## src/rtl/irq_f2p_sched.sv

```systemverilog
// irq_f2p_sched: latches fabric events and serves them one at a time onto IRQ_F2P0 (level) and IRQ_F2P1 (edge).
module irq_f2p_sched #(
  parameter int NUM_SRC = 8,
  parameter int PULSE_LEN = 256,
  parameter int GAP_LEN = 16,
  parameter int ID_W = $clog2(NUM_SRC)
) (
  input  logic               clk100_fclk0,
  input  logic               rst_n,
  input  logic [NUM_SRC-1:0] src_evt,
  input  logic [NUM_SRC-1:0] src_mask,
  input  logic               irq_ack,
  input  logic [ID_W-1:0]    irq_ack_id,
  input  logic               ovf_clr,
  output logic               irq_level,
  output logic               irq_edge,
  output logic [ID_W-1:0]    irq_id,
  output logic [NUM_SRC-1:0] pending,
  output logic [NUM_SRC-1:0] overflow,
  output logic               ack_err
);
  localparam int CMAX = PULSE_LEN > GAP_LEN ? PULSE_LEN : GAP_LEN;
  localparam int CW = $clog2(CMAX + 1);
  typedef enum logic [1:0] {IDLE, ASSERT, WAIT_ACK, GAP} state_t;
  state_t state;
  logic [NUM_SRC-1:0] hist, evt_rise, clr, elig;
  logic [CW-1:0] cnt;
  logic [ID_W-1:0] sel;
  logic valid_ack;
  always_comb begin
    evt_rise = src_evt & ~hist;
    elig = pending & ~src_mask;
    sel = '0;
    for (int i = NUM_SRC - 1; i >= 0; i--)
      if (elig[i]) sel = ID_W'(i);
    valid_ack = irq_ack && (state == ASSERT || state == WAIT_ACK) && irq_ack_id == irq_id;
    clr = valid_ack ? NUM_SRC'(1) << irq_id : '0;
  end
  // A rise coinciding with the clearing ack re-arms the source without counting as overflow.
  always_ff @(posedge clk100_fclk0) begin
    if (!rst_n) begin
      state <= IDLE;
      hist <= '0;
      pending <= '0;
      overflow <= '0;
      ack_err <= 1'b0;
      irq_level <= 1'b0;
      irq_edge <= 1'b0;
      irq_id <= '0;
      cnt <= '0;
    end else begin
      hist <= src_evt;
      pending <= (pending & ~clr) | evt_rise;
      overflow <= (ovf_clr ? '0 : overflow) | (evt_rise & pending & ~clr);
      ack_err <= (irq_ack && !valid_ack) || (ack_err && !ovf_clr);
      case (state)
        IDLE: if (|elig) begin
          irq_id <= sel;
          cnt <= CW'(PULSE_LEN - 1);
          irq_level <= 1'b1;
          irq_edge <= 1'b1;
          state <= ASSERT;
        end
        ASSERT, WAIT_ACK: if (valid_ack) begin
          irq_level <= 1'b0;
          irq_edge <= 1'b0;
          cnt <= CW'(GAP_LEN - 1);
          state <= GAP;
        end else if (state == ASSERT) begin
          if (cnt == '0) begin
            irq_edge <= 1'b0;
            state <= WAIT_ACK;
          end else cnt <= cnt - 1'b1;
        end
        GAP: if (cnt == '0) state <= IDLE;
             else cnt <= cnt - 1'b1;
        default: state <= IDLE;
      endcase
    end
  end
endmodule

```

## config.mk

```make
export PLATFORM = sky130hd
export DESIGN_NAME = irq_f2p_sched
export DESIGN_NICKNAME = d
export VERILOG_FILES = /design/src/rtl/irq_f2p_sched.sv
export SDC_FILE = /design/constraint.sdc
export NUM_CORES = 1
export LEC_CHECK = 0
export ABC_AREA = 1
export BUFFER_PORTS_ARGS = -buffer_cell sky130_fd_sc_hd__buf_2
export CORE_MARGIN = 3
export CORE_UTILIZATION = 58
export DETAILED_ROUTE_END_ITERATION = 12
export PLACE_DENSITY = 0.84
export SKIP_LAST_GASP = 1
export SYNTH_ARGS = -nofsm -noshare
export SYNTH_HDL_FRONTEND = slang
export SYNTH_SLANG_ARGS = --single-unit
```

## constraint.sdc

```tcl
create_clock -name clk100_fclk0 -period 3.4 [get_ports clk100_fclk0]
set_clock_uncertainty 0.1 [all_clocks]
set_input_delay 0 -clock clk100_fclk0 [delete_from_list [all_inputs] [get_ports clk100_fclk0]]
set_output_delay 0 -clock clk100_fclk0 [all_outputs]
set_load 0.05 [all_outputs]
```

==> results.md, run 1 <==
- H-Tree Depth: 2
- Layout cells sized above 1: 0.157
- ANT cells: 0
- TritonRoute pass-1 iters: 4
- Main synth FF type: dfxtp_1
- Final hold violations: 0
- Period utilization: 0.656
- Antenna violations before repair: 0
- Startpoint types: flop
- Post-DP HPWL: 3680 um
- Post-layout minimum cycle time: 2.23 ns
- Most frequent cells after synthesis: 99 x nand2_1, 57 x inv_1, 48 x nor2_1
- RSZ-0062 raised after global routing: false
- Chip Height: a little under 70 um
- VDD IR max: 669 uV
- Clock Root Buffer: clkbuf_8
- Routed Antenna Nets: 0
- Drt initial violations: 158
- Crit path DAT: about 2.3 ns
- Vias in the first global route: 1988
- Outcome: complete, no violations
- I/O Pins: 45
- Largest net degree at the start of global routing: 23
- Cell taking the most area after synthesis: dfxtp_1
- Synth unique cells: 29
- Final-report setup violation count: 0
- Worst-margin pin slew: 0.669 ns
- Seq cells post-synth: 41
- Port Buffers: 44
- Post-synthesis net count: 375
- Slew Limit Fails: 0
- Top-count cell post-synth: nand2_1
- CTS Sinks: 41
- Worst path required time: 3.49 ns
- Initial Utilization: 0.629
- HP Class: input port to flop
- CTS Buf Count: 5
- Total core area: approximately 3500 um^2
- Async S/R FF share, synth: 0
- Die ar.: about 4600 um^2
- Row Count: 21
- Post-Route WL: 5260 um
- Setup_tns: 0 ns
- Reg clk slew, reported paths: 0.08 ns
- Final instance area: 2660 um^2
- Share of power burned in registers: 0.330
- Clk Latency, worst-skew pair: 0.29 ns
- Synthesized cell area: 2200 um^2
- Residual DRC count: 0
- Nets: 429
- Post-synth EDFFs: 0
- CTS tree: yes
- Largest cells by area after synthesis: dfxtp_1 37%, nand2_1 17%, inv_1 9.7%, nor2_1 8.2%, a21oi_1 6.4%
- Per-cell routed wire length: 11.8 um
- Crit. End Element: flop
- PD cells: roughly 770 nW/um^2
- GRT overflow: 0
- Hold WS: 0.0255 ns
- Worst Setup Path Type: flop to flop
- Biggest fanout along the worst timing path: 13
- Clock network fraction of total power: 0.201
- Syn-to-layout area delta: 20.9%
- Resize count post-CTS: 0
- Syn. warnings: 0
- Vias: 2212
- Synthesized instance count: 346
- GRT Util Overall: 0.248
- Switch Pwr: roughly 920 uW
- Peak Freq: 448 MHz
- First-pass GRT wire length: between 8000 and 9000 um
- Int Pwr: roughly 1.1 mW
- Share of the synthesized area in the top cell type: 0.373
- Avg Cell Area, Syn: 6.35 um^2
- Placed cell area: 2430 um^2
- Sw frac: 0.451
- CTS max path bufs: 2
- P_leak: about 1.4 nW
- Seq/Total Area, Yosys: 0.373
- Via/cell ratio: 4.95
- Combinational power share: 0.469
- Max-cap violations: 0
- Die X: 67.6 um
- Final RePlAce weighted congestion: 0.853
- Rel. slew slack: 0.553
-- area by class of cell --
class	count	area [um^2]
Sequential cell	41	821
Inverter	62	234
Clock inverter	2	37.5
Tap cell	46	57.6
Timing Repair Buffer	55	330
Multi-Input combinational cell	235	1090
Clock buffer	6	82.6
Fill cell	277	837
-- final timing paths --
| kind | startpoint | end | slack (ns) | cells after the start |
|---|---|---|---|---|
| worst max-delay path | state[0] | cnt[5] | 1.17 | 13 |
| worst min-delay path | rst_n | hist[0] | 0.03 | 3 |
| worst max register to register | state[0] | cnt[5] | 1.17 | 13 |
| worst min register to register | overflow[5] | overflow[5] | 0.36 | 2 |
-- routing by layer --
| metal | GRT usage | share of wire |
|---|---|---|
| met1 | 0.318 | 0.46 |
| met2 | 0.414 | 0.48 |
| met3 | 0.0516 | 0.052 |
| met4 | 0.0810 | 0.012 |
| met5 | 0 | 0 |
-- timing repair --
item / in CTS / in global routing
endpoints found under the hold margin: 26 / 0
setup buffers: 0 / 0
hold buffers: 11 / 0
-- worst max-delay path, cell delays in order, from the launching register on --
cell      delay [ns]
dfxtp_1         0.40
inv_1           0.11
ha_1            0.49
nand2_1         0.08
inv_1           0.07
nand2_1         0.05
nor2_2          0.12
nand2_4         0.11
nand3_4         0.09
nand2_4         0.06
clkinv_2        0.15
nand2_2         0.13
nor2_1          0.12
nor2_1          0.06
-- sequential cells by signal, summed over array words and instances, names as in the netlist --
register,flops
pending,8
irq_edge,1
irq_id,3
hist,8
cnt,9
irq_level,1
overflow,8
ack_err,1
state,2
-- per-stage QoR --
stage,std cells,setup WS [ns],total power [mW],util
after floorplan,346,1.52,1.45,-
after global placement,428,1.31,1.60,0.695
after detailed placement,428,1.23,1.61,0.695
after CTS,447,1.16,2.04,0.760
after global routing,447,0.952,2.22,0.760
final,447,1.17,2.05,0.760
-- cell families after synthesis --
group                    synth area share
buffers and inverters               0.129
flip-flops                          0.373
XOR/XNOR                          0.00797
adder cells (fa/ha/maj)            0.0341
AND/OR/NAND/NOR                     0.343
AO/OA/AOI/OAI                       0.113
-- placed cells by master (no fill, tap or decap) --
cell / count
a21oi_1: 28
nand3_1: 14
nand2_4: 2
o21ai_0: 9
clkbuf_8: 6
clkinv_2: 1
nor2_2: 2
buf_2: 44
inv_2: 2
bufinv_16: 1
ha_1: 6
o211ai_1: 1
nand4_1: 9
dfxtp_1: 41
nand2_2: 1
nand2_1: 99
inv_1: 57
and2_1: 1
a21oi_2: 1
clkinvlp_4: 1
dlygate4sd3_1: 11
clkinv_1: 2
nor2_1: 48
or2_2: 1
nand3_4: 1
a31oi_1: 1
xor2_1: 2
o21ai_1: 8
nor3_1: 1
-- power groups by stage --
stage / clock network [mW] / registers, mW / logic, mW
2_1_floorplan: 0 / 0.770 / 0.683
3_3_place_gp: 0 / 0.681 / 0.916
3_5_place_dp: 0 / 0.682 / 0.928
4_1_cts: 0.417 / 0.673 / 0.954
5_1_grt: 0.441 / 0.691 / 1.09
6_report: 0.413 / 0.676 / 0.962
Power figures use the tool's default switching activity.
==> run 2: changes to the inputs <==
--- a/config.mk
+++ b/config.mk
@@ -5,12 +5,12 @@
 export SDC_FILE = /design/constraint.sdc
 export NUM_CORES = 1
 export LEC_CHECK = 0
-export ABC_AREA = 1
+export ABC_AREA = 0
 export BUFFER_PORTS_ARGS = -buffer_cell sky130_fd_sc_hd__buf_2
 export CORE_MARGIN = 3
-export CORE_UTILIZATION = 58
+export CORE_UTILIZATION = 48
 export DETAILED_ROUTE_END_ITERATION = 12
-export PLACE_DENSITY = 0.84
+export PLACE_DENSITY = 0.75
 export SKIP_LAST_GASP = 1
 export SYNTH_ARGS = -nofsm -noshare
 export SYNTH_HDL_FRONTEND = slang
==> constraint.sdc (replaced) <==
create_clock -name clk100_fclk0 -period 1.8 [get_ports clk100_fclk0]
set_clock_uncertainty 0.1 [all_clocks]
set_input_delay 0 -clock clk100_fclk0 [delete_from_list [all_inputs] [get_ports clk100_fclk0]]
set_output_delay 0 -clock clk100_fclk0 [all_outputs]
set_load 0.05 [all_outputs]
==> results.md, run 2 <==
- TritonRoute pass-1 iters: 5
- Seq/Total Area, Yosys: 0.399
- CP Capture Point: cnt[1]
- Clk Latency, worst-skew pair: 0.30 ns
- Residual DRC count: 0
- Most flops, register: cnt
- Violations in the final reports: negative setup slack
- Via/cell ratio: 5.73
- Initial Utilization: 0.507
- Cell taking the most area after synthesis: dfxtp_1
- Final-report setup violation count: 13
- Final hold violations: 0
- Biggest fanout along the worst timing path: 5
- Post-Route WL: 6110 um
- Slew Limit Fails: 0
- Port Buffers: 44
- Layout cells sized above 1: 0.452
- Antenna violations before repair: 0
- Seq cells post-synth: 41
- Switch Pwr: 1.97 mW
- PD cells: 1540 nW/um^2
- R2R Path End: cnt[1]
- Post-DP HPWL: 4000 um
- Per-cell routed wire length: 15.9 um
- P_leak: around 1.3 nW
- RSZ-0062 raised after global routing: true
- Vias in the first global route: 2117
- Top delay family on crit path: simple AND/OR/NAND/NOR gates
- Top-count cell post-synth: dfxtp_1
- Most frequent cells in the layout: 44 x buf_2, 43 x buf_4, 24 x dfxtp_1
- HP Class: input port to flop
- Worst-margin pin slew: 0.517 ns
- Cell chain of the critical path: inv_2 -> ha_1 -> or3b_4 -> or3_4 -> mux2i_1 -> o22ai_1 -> a221oi_2
- Setup_tns: -2.00 ns
- Fin cells: 384
- Post-synth EDFFs: 0
- Max-cap violations: 0
- GRT Util Overall: 0.229
- Most frequent cells after synthesis: 41 x dfxtp_1, 17 x o21ai_0, 16 x a21oi_1
- ANT cells: 0
- Slowest stage delay, CP: roughly 0.38 ns
- Crit. End Element: flop
- Combinational power share: 0.603
- Startpoint types: flop
- VDD IR max: 704 uV
- Placed insts: 358
- Sw frac: 0.420
- Row Count: 23
- Async S/R FF share, synth: 0
- Total core area: 4060 um^2
- Syn. warnings: 0
- Largest cells by area after synthesis: dfxtp_1 40%, nor2b_1 4.3%, o21ai_0 4.1%, a21oi_1 3.9%, ha_1 3.6%
- Outcome: complete, but fails checks
- Period utilization: 1.15
- Chip Height: 71.5 um
- CTS max path bufs: 2
- Instance count on the critical path: 7
- Most common cell after layout, fill and taps aside: buf_2
- First-pass GRT wire length: 9240 um
- Main synth FF type: dfxtp_1
- H-Tree Depth: 2
- I/O Pins: 45
- Synth unique cells: between 50 and 60
- Max reg flops: 9
- Post-synthesis net count: 265
- Rel. slew slack: 0.653
- Share of power burned in registers: 0.260
- Final WS setup: -0.272 ns
- Worst path required time: between 1.5 and 2 ns
- Drt initial violations: 161
- Slowest-stage cell, CP: or3b_4
- Launch point of the worst path: cnt[0]
- Die ar.: 5110 um^2
- Routed Antenna Nets: 0
- Avg Cell Area, Syn: 8.72 um^2
- Die X: just over 70 um
- Synthesized instance count: 236
- Peak Freq: 483 MHz
- CTS Sinks: 41
- Final RePlAce weighted congestion: 0.856
- Synthesized cell area: 2060 um^2
- Reg2reg start: cnt[0]
- Post-layout minimum cycle time: 2.07 ns
- CP bufs+invs: 1
- Clock network fraction of total power: 0.137
- Reg clk slew, reported paths: about 0.080 ns
- Vias: ~2200
- Worst Setup Path Type: flop to flop
- CTS tree: yes
- Int Pwr: 2.72 mW
- Syn-to-layout area delta: 47.9%
- Fill count: 300
- GRT overflow: 0
- Clock Root Buffer: clkbuf_8
- Share of the synthesized area in the top cell type: 0.399
- Crit path DAT: 2.17 ns
- CTS Buf Count: 5
- Largest net degree at the start of global routing: 35
- Nets: 362
- Reg-to-reg setup timing slack: -0.27 ns
- Worst-case reg-to-reg path depth: 7
-- run 2: area by class of cell --
cell class	count	area, um^2	area share
Sequential cell	41	847	0.278
Multi-Input combinational cell	177	1340	0.439
Clock buffer	6	82.6	0.0271
Tap cell	50	62.6	0.0206
Inverter	9	33.8	0.0111
Timing Repair Buffer	99	667	0.219
Clock inverter	2	13.8	0.00452
-- run 2: metal layers --
metal / global-route usage / routed length [um]
met1: 0.268 / 2520
met4: 0.109 / 172
met5: 0 / 0
met2: 0.397 / 3090
met3: 0.0463 / 337
-- run 2: what timing repair did --
| item | in CTS | in global routing |
|---|---|---|
| pin swaps | 9 | 16 |
| hold buffers | 9 | 0 |
| gates resized for setup | 17 | 25 |
| cloned | 0 | 0 |
| buffers inserted | 6 | 3 |
| endpoints found under the hold margin | 22 | 0 |
| setup endpoints to repair | 27 | 30 |
-- run 2: how the worst min path moves through the flow --
stage	start	endpoint	slack, ns	cells after the start
final	ovf_clr	overflow[0]	0.02	3
after global routing	ovf_clr	overflow[1]	0.02	3
after CTS	ovf_clr	overflow[0]	0.008	3
after detailed placement	src_evt[4]	hist[4]	0.12	2
after global placement	src_evt[6]	hist[6]	0.11	2
after floorplan	src_evt[0]	hist[0]	0.02	1
-- run 2: logic make-up (layout without fill, tap and decap cells) --
family                   count (synthesis)  in the layout  synth area share
AO/OA/AOI/OAI                           76             76             0.248
XOR/XNOR                                 4              4            0.0170
AND/OR/NAND/NOR                         88             88             0.250
multiplexers                             3              3            0.0146
flip-flops                              41             41             0.399
adder cells (fa/ha/maj)                  6              6            0.0365
buffers and inverters                   18            116            0.0353
-- run 2: tightest hold or removal path, stage by stage --
cell and delay [ns]:
buf_2 0.19, nand3b_1 0.13, o31ai_1 0.06
-- run 2: power groups by stage --
stage,Clock [mW],Combinational (mW),Sequential (mW)
after floorplan,0,1.22,1.48
after global placement,0,2.20,1.21
after detailed placement,0,2.24,1.22
after CTS,0.652,2.56,1.21
after global routing,0.695,3.00,1.24
final,0.640,2.82,1.22
-- run 2: metrics by stage --
stage | worst slack [ns] | util | hold slack (ns) | power, mW | area, um^2
final | -0.272 | 0.750 | 0.0193 | 4.68 | 3040
after global routing | -0.326 | 0.750 | 0.0207 | 4.93 | 3040
after CTS | -0.179 | 0.720 | 0.00764 | 4.42 | 2920
after detailed placement | -0.240 | 0.647 | 0.119 | 3.46 | 2630
after global placement | -0.171 | 0.647 | 0.113 | 3.41 | 2630
after floorplan | -0.149 | - | 0.0217 | 2.70 | 2120
